`src/rtl/bp_cache_req_arbiter.sv`:
```
// Two-way round-robin arbiter sharing one LCE cache-request port between I$ (0) and D$ (1).
// One miss transaction in flight at a time: request, metadata, then completion.
module bp_cache_req_arbiter #(
    parameter int unsigned req_width_p  = 64,
    parameter int unsigned meta_width_p = 8
) (
    input  logic                    clk_i,
    input  logic                    reset_n_i,

    input  logic [req_width_p-1:0]  req0_i,
    input  logic                    req0_v_i,
    output logic                    req0_ready_o,
    input  logic [req_width_p-1:0]  req1_i,
    input  logic                    req1_v_i,
    output logic                    req1_ready_o,

    input  logic [meta_width_p-1:0] meta0_i,
    input  logic                    meta0_v_i,
    input  logic [meta_width_p-1:0] meta1_i,
    input  logic                    meta1_v_i,

    output logic                    complete0_o,
    output logic                    complete1_o,

    output logic [req_width_p-1:0]  cache_req_o,
    output logic                    cache_req_v_o,
    input  logic                    cache_req_ready_i,
    output logic [meta_width_p-1:0] cache_req_metadata_o,
    output logic                    cache_req_metadata_v_o,
    input  logic                    cache_req_complete_i,

    output logic                    owner_o,
    output logic                    busy_o,
    output logic                    error_o
);

    typedef enum logic [1:0] {StIdle, StMeta, StBusy} state_e;

    state_e state_q, state_d;
    logic   owner_q, owner_d;
    logic   last_grant_q, last_grant_d;
    logic   error_q, error_d;

    logic any_v;
    logic sel;
    logic owner_meta_v;
    logic other_meta_v;

    always_comb begin
        any_v        = req0_v_i | req1_v_i;
        // On a tie the requester that did not win last time gets the grant.
        sel          = (req0_v_i & req1_v_i) ? ~last_grant_q : req1_v_i;
        owner_meta_v = owner_q ? meta1_v_i : meta0_v_i;
        other_meta_v = owner_q ? meta0_v_i : meta1_v_i;
    end

    always_ff @(posedge clk_i or negedge reset_n_i) begin
        if (!reset_n_i) begin
            state_q      <= StIdle;
            owner_q      <= 1'b0;
            last_grant_q <= 1'b1;
            error_q      <= 1'b0;
        end else begin
            state_q      <= state_d;
            owner_q      <= owner_d;
            last_grant_q <= last_grant_d;
            error_q      <= error_d;
        end
    end

    always_comb begin
        state_d      = state_q;
        owner_d      = owner_q;
        last_grant_d = last_grant_q;
        error_d      = error_q;
        case (state_q)
            StIdle: begin
                if (any_v && cache_req_ready_i) begin
                    state_d = StMeta;
                    owner_d = sel;
                end
                // Metadata must trail acceptance by a cycle, so any meta_v here is a violation.
                if (cache_req_complete_i || meta0_v_i || meta1_v_i) begin
                    error_d = 1'b1;
                end
            end
            StMeta: begin
                if (owner_meta_v) begin
                    state_d = StBusy;
                end
                if (other_meta_v || cache_req_complete_i) begin
                    error_d = 1'b1;
                end
            end
            StBusy: begin
                if (cache_req_complete_i) begin
                    state_d      = StIdle;
                    last_grant_d = owner_q;
                end
            end
            default: state_d = StIdle;
        endcase
    end

    always_comb begin
        cache_req_o            = '0;
        cache_req_v_o          = 1'b0;
        req0_ready_o           = 1'b0;
        req1_ready_o           = 1'b0;
        cache_req_metadata_o   = '0;
        cache_req_metadata_v_o = 1'b0;
        complete0_o            = 1'b0;
        complete1_o            = 1'b0;
        case (state_q)
            StIdle: begin
                // The IDLE path is combinational from inputs; hold it quiet while in reset.
                if (reset_n_i && any_v) begin
                    cache_req_v_o = 1'b1;
                    cache_req_o   = sel ? req1_i : req0_i;
                    req0_ready_o  = cache_req_ready_i & ~sel;
                    req1_ready_o  = cache_req_ready_i & sel;
                end
            end
            StMeta: begin
                cache_req_metadata_o   = owner_q ? meta1_i : meta0_i;
                cache_req_metadata_v_o = owner_meta_v;
            end
            StBusy: begin
                complete0_o = cache_req_complete_i & ~owner_q;
                complete1_o = cache_req_complete_i & owner_q;
            end
            default: ;
        endcase
    end

    assign owner_o = owner_q;
    assign busy_o  = (state_q != StIdle);
    assign error_o = error_q;

endmodule

```
`config.mk`:
```
export PLATFORM = sky130hd
export DESIGN_NAME = bp_cache_req_arbiter
export DESIGN_NICKNAME = d
export VERILOG_FILES = /design/src/rtl/bp_cache_req_arbiter.sv
export SDC_FILE = /design/constraint.sdc
export NUM_CORES = 1
export LEC_CHECK = 0
export CORE_AREA = 2 2 90 92
export DETAILED_ROUTE_END_ITERATION = 12
export DIE_AREA = 0 0 92 94
export PLACE_DENSITY = 0.71
export SLEW_MARGIN = 10
export SYNTH_ARGS = -nofsm -noshare
export SYNTH_HDL_FRONTEND = slang
export SYNTH_SLANG_ARGS = --single-unit
```
`constraint.sdc`:
```
create_clock -name clk_i -period 1.9 [get_ports clk_i]
set_input_delay 0.38 -clock clk_i [delete_from_list [all_inputs] [get_ports clk_i]]
set_output_delay 0.38 -clock clk_i [all_outputs]
set_load 0.05 [all_outputs]
```
==> summary.txt <==
Critical path
  – Worst Path Max Fanout: 15
  – CP Cell Sequence: a21bo_4 -> buf_4 -> buf_16 -> nand2_1 -> a21oi_2 -> buf_12
  – Worst path top cell family by delay: flip-flops
  – Critical Path Source Type: flip-flop
  – Worst Path Required: ~1.5 ns
  – Crit Path Class: reg -> out
  – Critical-path top delay cell: dfstp_2
  – Crit. End Element: primary output
  – Crit path arrival time: 1.72 ns
  – Crit-path max cell delay: between 0.5 and 0.6 ns
  – Crit path buf inv count: 3

Yosys
  – Register area share after synthesis: 0.0835
  – Synth top cells by count: nand2_1, a21oi_2, a21oi_1, buf_2, nor2_1
  – Top FF cell, synth: dfrtp_1
  – Area leader, netlist: nand2_1
  – Mean post-synth cell area: roughly 5.7 um2
  – EDFF count, synth: 0
  – Post-synthesis cell type count: 28
  – Top-count cell post-synth: nand2_1
  – Synth top area cells: nand2_1, a21oi_2, a21oi_1
  – Ys async rst share: 1.00
  – Post-Synthesis Cells: around 260
  – Top-area cell type share of the netlist area: 0.323
  – Syn nets: between 400 and 500
  – Seq cells post-synth: 5
  – Synthesized area: 1510 um2
  – Yosys warnings: 0

Route
  – Antenna Nets Post-Route: 0
  – Vias: approximately 2,900
  – Routed WL: ~11,000 um
  – Violation count after the first detailed-route iteration: between 90 and 100
  – Vias per cell: 4.76
  – WL per Instance: around 18 um
  – # DRC: 0
  – Drt first pass iters: 4

Clock network
  – Clock root buffer master: clkbuf_8
  – CTS tree: built
  – CTS H-tree lvls: 1
  – Hold-fix buffers, CTS: 0
  – TritonCTS Sinks: 5
  – Reg clk slew, reported paths: about 0.04 ns
  – Longest Clk Path Bufs: 2
  – Total CTS buffers: 3
  – Clock Latency Late Sink: 0.22 ns

Timing
  – Headroom to the max-slew limit: 0.659
  – Setup ws final: -0.202 ns
  – Setup-failing EPs final: 65
  – Min Clock Period, post-route: about 2.1 ns
  – Final Hold Viols: 0
  – Crit share post-route: 1.11
  – Max Freq: approximately 0.48 GHz
  – Clock Skew: approximately 0.00056 ns
  – Final slew viol count: 0
  – Least-Margin Pin Slew: about 0.5 ns
  – RSZ-0062 raised after global routing: true
  – Fin Hold WS: slightly below 0.3 ns

Global route
  – First-pass GRT wire length: between 15,000 and 20,000 um
  – Remaining global-route overflow: 0
  – Largest net degree at the start of global routing: 32
  – Global routing usage summed across all routing layers: 0.236
  – Antenna violations before repair: 0
  – Vias in the first global route: just over 3,000

Layout
  – Area of the multi-input gates: 1890 um2
  – Register Area: 126 um2
  – Finished Core Util: 0.772
  – # fillers: 518
  – Design area: 5870 um2
  – Fin cells: 611
  – Fin nets: ~660
  – Diode count: 0
  – Layout cells sized above 1: 0.472
  – Area added between synthesis and finish: 288%

Placement
  – Routability cong.: approximately 0.80
  – Placed Instance Area: 4960 um2
  – Placed cell count: about 590
  – Post-DP HPWL: about 7500 um
  – I/O Buffers: roughly 230

Outcome
  – Status: complete, but fails checks
  – Failing checks: negative setup slack

Job
  – Max cap viols: 0

Floorplanning
  – Initial Util: 0.199
  – Die area: between 8000 and 9000 um2
  – Core region area: 7610 um2
  – IO Pins: roughly 230
  – Die H: 94 um
  – FP Rows: 32
  – Die W: 92 um

Pwr
  – Peak VDD IR: approximately 0.0010 V
  – Leakage: ~2.3 nW
  – Pwr dens: about 930 nW/um2

Worst hold path
  – Worst hold path class: in -> async
## repair_timing
| item | 4_1_cts | 5_1_grt |
|---|---|---|
| setup endpoints to repair | 67 | 67 |
| buffers inserted | 10 | 1 |
| gates cloned | 8 | 2 |
| pin swaps | 63 | 41 |
| resized for setup | 62 | 60 |
| endpoints found under the hold margin | 0 | 0 |
## logic make-up (layout without fill, tap and decap cells)
group,count (synthesis),in the layout,share of synthesized area
compound gates,72,72,0.356
flops,5,5,0.0835
buf+inv,27,272,0.100
simple gates,150,150,0.394
mux,10,10,0.0670
## layer usage
metal / global-route usage / routed length [um] / vias to the layer above
met1: 0.245 / 3850 / 1349
met4: 0.0622 / 369 / 0
met3: 0.0674 / 983 / 28
li1: - / - / 1358
met2: 0.460 / 6010 / 175
met5: 0 / 0 / -
## worst reg2reg max path, cell delays in order (launching register included)
cell	delay, ns
dfstp_2	0.57
a21boi_4	0.08
buf_6	0.12
buf_12	0.12
buf_16	0.14
buf_4	0.13
a32o_1	0.24
## sequential cells by signal (all words and copies together) (netlist names)
| name | count |
|---|---|
| error_o | 1 |
| last_grant_q | 1 |
| owner_o | 1 |
| state_q | 2 |
## through the flow
stage | worst slack [ns] | setup TNS (ns) | power, mW
final | -0.202 | -6.76 | 5.49
after global routing | -0.269 | -10.79 | 5.70
after CTS | -0.144 | -6.71 | 5.26
after detailed placement | -0.327 | -18.67 | 4.61
after global placement | -0.295 | -16.99 | 4.56
after floorplan | 0.0161 | 0 | 2.48
## cell type report
type                       count  share of cell area
clock buffer                   4             0.00767
inverter                       4             0.00256
multi-input combinational    232               0.321
sequential                     5              0.0215
tap                          102              0.0217
timing repair buffer         264               0.625
## worst paths after layout
path                         startpoint         endpoint  slack [ns]  depth (start not counted)
max in group asynchronous     reset_n_i     last_grant_q        1.40                          2
hold / removal                reset_n_i          owner_o        0.29                          2
hold reg to reg                 error_o          error_o        0.51                          2
setup / recovery           last_grant_q  cache_req_o[13]       -0.20                          6
setup reg to reg           last_grant_q          owner_o        0.38                          6
min in group clk_i              error_o          error_o        0.51                          2
## power by group
part	switching, mW	internal [mW]	total (mW)
Sequential	0.0583	0.156	0.214
Combinational	2.71	2.36	5.08
Clock	0.0508	0.144	0.195
Total	2.82	2.66	5.49
## cell usage in the layout, fill, tap and decap left out, types with 2 or more instances in the layout
| cell type | n |
|---|---|
| nand2_4 | 26 |
| buf_4 | 9 |
| clkdlybuf4s15_2 | 2 |
| dfrtp_1 | 4 |
| mux2i_1 | 9 |
| buf_6 | 5 |
| buf_16 | 7 |
| clkdlybuf4s50_1 | 148 |
| a21oi_4 | 32 |
| nor2_4 | 9 |
| clkbuf_8 | 3 |
| clkbuf_16 | 2 |
| a21o_1 | 2 |
| nand2_2 | 14 |
| inv_1 | 3 |
| nand2_1 | 90 |
| buf_12 | 89 |
| nor2_2 | 2 |
| a21oi_2 | 32 |
Note: power is estimated with default switching activity, not from simulation.
